**src/rtl/point_stream_driver_if.sv**
```systemverilog
// Point stream between the driver and the sorting core: outbound points, inbound results.
interface point_stream_driver_if;
  logic       give_valid;
  logic [7:0] dataX;
  logic [7:0] dataY;
  logic       out_valid;
  logic [7:0] ansX;
  logic [7:0] ansY;

  modport master (
    output give_valid, dataX, dataY,
    input  out_valid, ansX, ansY
  );

  modport slave (
    input  give_valid, dataX, dataY,
    output out_valid, ansX, ansY
  );
endinterface

```
**src/rtl/point_stream_driver.sv**
```systemverilog
// Source/sink for the point-sorting core: preloaded frame is streamed out, results
// are captured into a readable buffer, with an abort if the core goes quiet.
module point_stream_driver #(
  parameter int LENGTH  = 6,
  parameter int TIMEOUT = 255
) (
  input  logic                  clk,
  input  logic                  reset,
  input  logic                  clear,
  input  logic                  load_valid,
  input  logic [7:0]            load_x,
  input  logic [7:0]            load_y,
  output logic [2:0]            load_count,
  input  logic                  start,
  point_stream_driver_if.master stream,
  input  logic [2:0]            rd_addr,
  output logic [7:0]            rd_x,
  output logic [7:0]            rd_y,
  output logic                  busy,
  output logic                  done,
  output logic                  timeout
);

  localparam logic [2:0] LEN      = 3'(LENGTH);
  localparam logic [2:0] LAST     = 3'(LENGTH - 1);
  localparam logic [7:0] TMO_LAST = 8'(TIMEOUT - 1);

  typedef enum logic [1:0] {S_IDLE, S_SEND, S_COLLECT, S_DONE} state_t;

  state_t     state, state_n;
  logic [2:0] idx, idx_n;
  logic [2:0] load_count_n;
  logic [7:0] timer, timer_n;
  logic       give_valid, give_valid_n;
  logic [7:0] data_x, data_x_n;
  logic [7:0] data_y, data_y_n;
  logic       busy_n, done_n, timeout_n;
  logic       pt_we, res_we;

  logic [7:0] pt_x  [LENGTH];
  logic [7:0] pt_y  [LENGTH];
  logic [7:0] res_x [LENGTH];
  logic [7:0] res_y [LENGTH];

  // The first point is issued on the start edge itself, so idx already points at
  // the second one when SEND is entered.
  always_comb begin
    state_n      = state;
    idx_n        = idx;
    timer_n      = timer;
    load_count_n = load_count;
    give_valid_n = 1'b0;
    data_x_n     = 8'd0;
    data_y_n     = 8'd0;
    done_n       = 1'b0;
    timeout_n    = timeout;
    pt_we        = 1'b0;
    res_we       = 1'b0;

    unique case (state)
      S_IDLE: begin
        if (clear) begin
          load_count_n = 3'd0;
        end else if (start) begin
          if (load_count == LEN) begin
            timeout_n    = 1'b0;
            idx_n        = 3'd1;
            give_valid_n = 1'b1;
            data_x_n     = pt_x[0];
            data_y_n     = pt_y[0];
            state_n      = S_SEND;
          end
        end else if (load_valid && (load_count != LEN)) begin
          pt_we        = 1'b1;
          load_count_n = load_count + 3'd1;
        end
      end

      S_SEND: begin
        if (idx == LEN) begin
          idx_n   = 3'd0;
          timer_n = 8'd0;
          state_n = S_COLLECT;
        end else begin
          give_valid_n = 1'b1;
          data_x_n     = pt_x[idx];
          data_y_n     = pt_y[idx];
          idx_n        = idx + 3'd1;
        end
      end

      // A beat always resets the timer, so it wins over a coinciding timeout.
      S_COLLECT: begin
        if (stream.out_valid) begin
          res_we  = 1'b1;
          idx_n   = idx + 3'd1;
          timer_n = 8'd0;
          if (idx == LAST) begin
            state_n = S_DONE;
            done_n  = 1'b1;
          end
        end else begin
          timer_n = timer + 8'd1;
          if (timer == TMO_LAST) begin
            timeout_n = 1'b1;
            state_n   = S_IDLE;
          end
        end
      end

      S_DONE: begin
        state_n = S_IDLE;
      end

      default: begin
        state_n = S_IDLE;
      end
    endcase

    busy_n = (state_n == S_SEND) || (state_n == S_COLLECT);
  end

  always_ff @(posedge clk) begin
    if (reset) begin
      state      <= S_IDLE;
      idx        <= 3'd0;
      timer      <= 8'd0;
      load_count <= 3'd0;
      give_valid <= 1'b0;
      data_x     <= 8'd0;
      data_y     <= 8'd0;
      busy       <= 1'b0;
      done       <= 1'b0;
      timeout    <= 1'b0;
    end else begin
      state      <= state_n;
      idx        <= idx_n;
      timer      <= timer_n;
      load_count <= load_count_n;
      give_valid <= give_valid_n;
      data_x     <= data_x_n;
      data_y     <= data_y_n;
      busy       <= busy_n;
      done       <= done_n;
      timeout    <= timeout_n;
    end
  end

  always_ff @(posedge clk) begin
    if (reset) begin
      for (int i = 0; i < LENGTH; i++) begin
        pt_x[i]  <= 8'd0;
        pt_y[i]  <= 8'd0;
        res_x[i] <= 8'd0;
        res_y[i] <= 8'd0;
      end
    end else begin
      if (pt_we) begin
        pt_x[load_count] <= load_x;
        pt_y[load_count] <= load_y;
      end
      if (res_we) begin
        res_x[idx] <= stream.ansX;
        res_y[idx] <= stream.ansY;
      end
    end
  end

  always_comb begin
    rd_x = 8'd0;
    rd_y = 8'd0;
    if (rd_addr < LEN) begin
      rd_x = res_x[rd_addr];
      rd_y = res_y[rd_addr];
    end
  end

  assign stream.give_valid = give_valid;
  assign stream.dataX      = data_x;
  assign stream.dataY      = data_y;

endmodule

```
**src/flat_wrapper.sv**
```systemverilog
// flat-port wrapper written by rule: the top's interface ports become plain ports
module point_stream_driver_flat 
#(
  parameter int LENGTH  = 6,
  parameter int TIMEOUT = 255
)
  (clk, reset, clear, load_valid, load_x, load_y, load_count, start, rd_addr, rd_x, rd_y, busy, done, timeout, stream_give_valid, stream_dataX, stream_dataY, stream_out_valid, stream_ansX, stream_ansY);
  point_stream_driver_if stream_i ();
  input  logic clk;
  input  logic reset;
  input  logic clear;
  input  logic load_valid;
  input  logic [7:0] load_x;
  input  logic [7:0] load_y;
  output logic [2:0] load_count;
  input  logic start;
  input  logic [2:0] rd_addr;
  output logic [7:0] rd_x;
  output logic [7:0] rd_y;
  output logic busy;
  output logic done;
  output logic timeout;
  output wire logic [$bits(stream_i.give_valid)-1:0] stream_give_valid;
  output wire logic [$bits(stream_i.dataX)-1:0] stream_dataX;
  output wire logic [$bits(stream_i.dataY)-1:0] stream_dataY;
  input wire logic [$bits(stream_i.out_valid)-1:0] stream_out_valid;
  input wire logic [$bits(stream_i.ansX)-1:0] stream_ansX;
  input wire logic [$bits(stream_i.ansY)-1:0] stream_ansY;
  assign stream_give_valid = stream_i.give_valid;
  assign stream_dataX = stream_i.dataX;
  assign stream_dataY = stream_i.dataY;
  assign stream_i.out_valid = stream_out_valid;
  assign stream_i.ansX = stream_ansX;
  assign stream_i.ansY = stream_ansY;
  point_stream_driver #(.LENGTH(LENGTH), .TIMEOUT(TIMEOUT)) u_core (.clk(clk), .reset(reset), .clear(clear), .load_valid(load_valid), .load_x(load_x), .load_y(load_y), .load_count(load_count), .start(start), .stream(stream_i), .rd_addr(rd_addr), .rd_x(rd_x), .rd_y(rd_y), .busy(busy), .done(done), .timeout(timeout));
endmodule
```
**config.mk**
```make
export PLATFORM = sky130hd
export DESIGN_NAME = point_stream_driver_flat
export DESIGN_NICKNAME = d
export VERILOG_FILES = /design/src/rtl/point_stream_driver_if.sv /design/src/rtl/point_stream_driver.sv /design/src/flat_wrapper.sv
export SDC_FILE = /design/constraint.sdc
export NUM_CORES = 1
export LEC_CHECK = 0
export ABC_AREA = 1
export CAP_MARGIN = 20
export CORE_ASPECT_RATIO = 1.4
export CORE_UTILIZATION = 59
export CTS_CLUSTER_DIAMETER = 100
export DETAILED_ROUTE_END_ITERATION = 6
export PLACE_DENSITY = 0.88
export SLEW_MARGIN = 20
export SYNTH_ARGS = -nofsm -noshare
export SYNTH_HDL_FRONTEND = slang
export SYNTH_SLANG_ARGS = --single-unit
export TNS_END_PERCENT = 50
```
**constraint.sdc**
```tcl
create_clock -name clk -period 4.2 [get_ports clk]
set_input_delay 0.63 -clock clk [delete_from_list [all_inputs] [get_ports clk]]
set_output_delay 0.63 -clock clk [all_outputs]
set_load 0.005 [all_outputs]
```
==> flow_metrics.env <==
export IMPL_status="complete, no violations"
export IMPL_cts_hold_buf=0
export IMPL_grtUsageTotal_pct=29.1
export IMPL_r2r_setup_slack_ns=0.78
export IMPL_avgSynthCellArea_sq_um=10.6
export IMPL_fillCellCount=1477
export IMPL_synth_top_area_cell="edfxtp_1"
export IMPL_die_x_um=126
export IMPL_nets=1324
export IMPL_cp_top_family="simple AND/OR/NAND/NOR gates"
export IMPL_postPlaceCellArea_sq_um=13800
export IMPL_holdWs_ns=0.464
export IMPL_die_area_sq_um=22200
export IMPL_criticalPathCategory="reg -> reg"
export IMPL_dp_cells=1504
export IMPL_ir_worst_vdd_v=0.000450
export IMPL_routabilityCongestion=0.834
export IMPL_coreArea_sq_um=21200
export IMPL_post_place_ws_ns=0.828
export IMPL_num_vias=9513
export IMPL_fin_ws_ns=0.777
export IMPL_avgRoutedWirePerCell_um=20.4
export IMPL_clk_path_buf_depth=3
export IMPL_post_cts_resized=0
export IMPL_setup_violations=0
export IMPL_grt_setup_unrepaired="false"
export IMPL_finalMaxSlewViolations=0
export IMPL_grt_max_degree=65
export IMPL_syn_nets=1260
export IMPL_grt_pass1_wl_um=49700
export IMPL_initial_utilization_pct=60.2
export IMPL_fin_cells=1551
export IMPL_min_path_type="reg -> reg"
export IMPL_drtIter0Drc=1238
export IMPL_diodes=0
export IMPL_via_per_inst=6.13
export IMPL_slew_headroom_pct=30.5
export IMPL_r2r_end="u_core.pt_x[2][0]"
export IMPL_cp_num_buf_inv=1
export IMPL_wirelength_um=31600
export IMPL_numCtsBuffers=26
export IMPL_post_cts_buffers=0
export IMPL_final_setup_tns_ns=0
export IMPL_slowest_stage="nand2_1"
export IMPL_min_period_ns=3.42
export IMPL_hold_violations=0
export IMPL_io_buffers=79
export IMPL_tightest_slew_ns=1.04
export IMPL_final_period_utilization_pct=81.5
export IMPL_cts_tree="yes"
export IMPL_row_count=63
export IMPL_holdPathEnd="u_core.timer[7]"
export IMPL_ant_nets=0
export IMPL_ys_seq_area_share_pct=66.4
export IMPL_synth_area_leaders="edfxtp_1 (60%), nor2_1 (9.5%), dfxtp_1 (6.1%)"
export IMPL_path_clk_slew_ns=0.06
export IMPL_slowest_delay_ns=0.77
export IMPL_synth_top_area_share_pct=60.3
export IMPL_area_delta_synth_final_pct=14.5
export IMPL_synth_warning_count=0
export IMPL_holdPathStages=1
export IMPL_io_pin_count=80
export IMPL_dpl_hpwl_um=19500
export IMPL_maxCapViolations=0
export IMPL_clk_latency_ns=0.53
export IMPL_syn_inst=1208
export IMPL_crit_path_start_kind="register"
export IMPL_overflow=0
export IMPL_final_area_sq_um=14600
export IMPL_clockRootBuffer="clkbuf_16"
export IMPL_die_height_um=176
export IMPL_ff2ff_path_depth=9
export IMPL_cp_arrival_ns=3.57
export IMPL_clock_skew_ns=0.0128
export IMPL_drt_pass1_iter_count=5
export IMPL_fmax_ghz=0.292
export IMPL_rr_startpoint="u_core.load_count[0]"
export IMPL_worstPathRequired_ns=4.35
export IMPL_drive_gt1_share_pct=7.51
export IMPL_antenna_found_initial=0
export IMPL_worstHoldStart="u_core.timer[7]"
export IMPL_cp_max_fo=20
export IMPL_p_per_area_nw_per_um2=407
export IMPL_cp_cell_sequence="clkinv_1 > ha_1 > nand2_2 > nand3_2 > nor2_4 > nand2_4 > nor2_4 > nand3_2 > nand2_1"
export IMPL_cts_htree_levels=1
export IMPL_syn_area_sq_um=12800
export IMPL_grt_pass1_vias=9772
export IMPL_drc=0
export IMPL_ys_seq_elements=295
export IMPL_end_kind="register"
export IMPL_clock_sinks=295
export IMPL_p_leak_nw=5.15
export IMPL_synth_distinct_cells=39
## metal layers
metal / wire, um / vias up / GRT usage [%]
met5: 0 / - / 0
met4: 1410 / 0 / 14.8
met1: 10700 / 4601 / 31.8
met2: 17300 / 507 / 55.5
li1: - / 4291 / -
met3: 2220 / 114 / 3.30
## worst max-delay path by stage
stage / from / endpoint / slack (ns) / cells past startpoint
after CTS: u_core.load_count[0] / u_core.pt_x[2][0] / 0.82 / 9
after floorplan: u_core.load_count[0] / u_core.pt_x[5][0] / 1.05 / 9
after detailed placement: start / u_core.pt_x[2][0] / 0.83 / 8
final: u_core.load_count[0] / u_core.pt_x[2][0] / 0.78 / 9
after global placement: start / u_core.pt_x[2][0] / 0.92 / 8
after global routing: u_core.load_count[0] / u_core.pt_x[2][6] / 0.61 / 9
## per-stage QoR
step	util (%)	total power, mW
after detailed placement	64.9	3.63
after CTS	68.9	5.96
after global placement	64.9	3.61
after floorplan	-	3.48
after global routing	68.9	6.11
final	68.9	5.95
## report_power, final
group	switching (mW)	leakage (nW)	internal, mW
logic	0.183	1.94	0.111
registers	0.0263	2.79	3.25
clock network	0.996	0.413	1.38
total	1.21	5.15	4.74
## cell usage in the layout, fill, tap and decap left out, types with 6 or more instances in the layout
master           count
dfxtp_1             38
nand2_1            121
clkbuf_16           27
inv_1               78
clkinv_1             6
o211ai_1            13
buf_4               21
clkbuf_1             9
a21oi_1             26
o21ai_0            132
edfxtp_1           256
clkdlybuf4s50_1     78
o22ai_1             38
ha_1                11
o221ai_1            20
nor2_1             323
nand3_1             33
nor2_2              16
## synth_stat cells (all sizes together)
master / instances
inv: 81
o22ai: 38
a221oi: 1
nor3: 6
a31oi: 1
o211ai: 13
xnor2: 1
nand2: 125
clkinv: 3
nor2: 343
o21ai: 133
dfxtp: 39
xor2: 1
buf: 14
edfxtp: 256
nand4: 2
clkbuf: 51
a211oi: 2
o32ai: 1
o221ai: 20
o21a: 1
nand3: 38
ha: 11
a21oi: 26
o31ai: 1
## final cells by class
cell class                      count  area [sq um]  area share, %
Multi-Input combinational cell    764          3680           25.2
Inverter                           84           315           2.16
Tap cell                          260           325           2.23
Clock buffer                       37           723           4.95
Sequential cell                   295          8470           58.0
Clock inverter                     10           121          0.831
Timing Repair Buffer              101           963           6.60
## registers in the layout, summed over array words and instances (netlist names), 2 cells and up, named ones only
| name | flops |
|---|---|
| u_core.res_x | 64 |
| u_core.stream.dataX | 8 |
| u_core.idx | 3 |
| u_core.pt_y | 64 |
| u_core.timer | 8 |
| u_core.state | 2 |
| u_core.pt_x | 64 |
| u_core.res_y | 64 |
| u_core.stream.dataY | 8 |
| u_core.load_count | 3 |
## cell families (layout without fill, tap and decap cells)
family,count (synthesis),in the layout,synth area share (%)
AO/OA/AOI/OAI,237,237,10.8
adder cells (fa/ha/maj),11,11,1.08
XOR/XNOR,2,2,0.137
buffers and inverters,149,232,4.77
AND/OR/NAND/NOR,514,514,16.9
flip-flops,295,295,66.4
No activity file was read; power rests on OpenSTA's default activity.
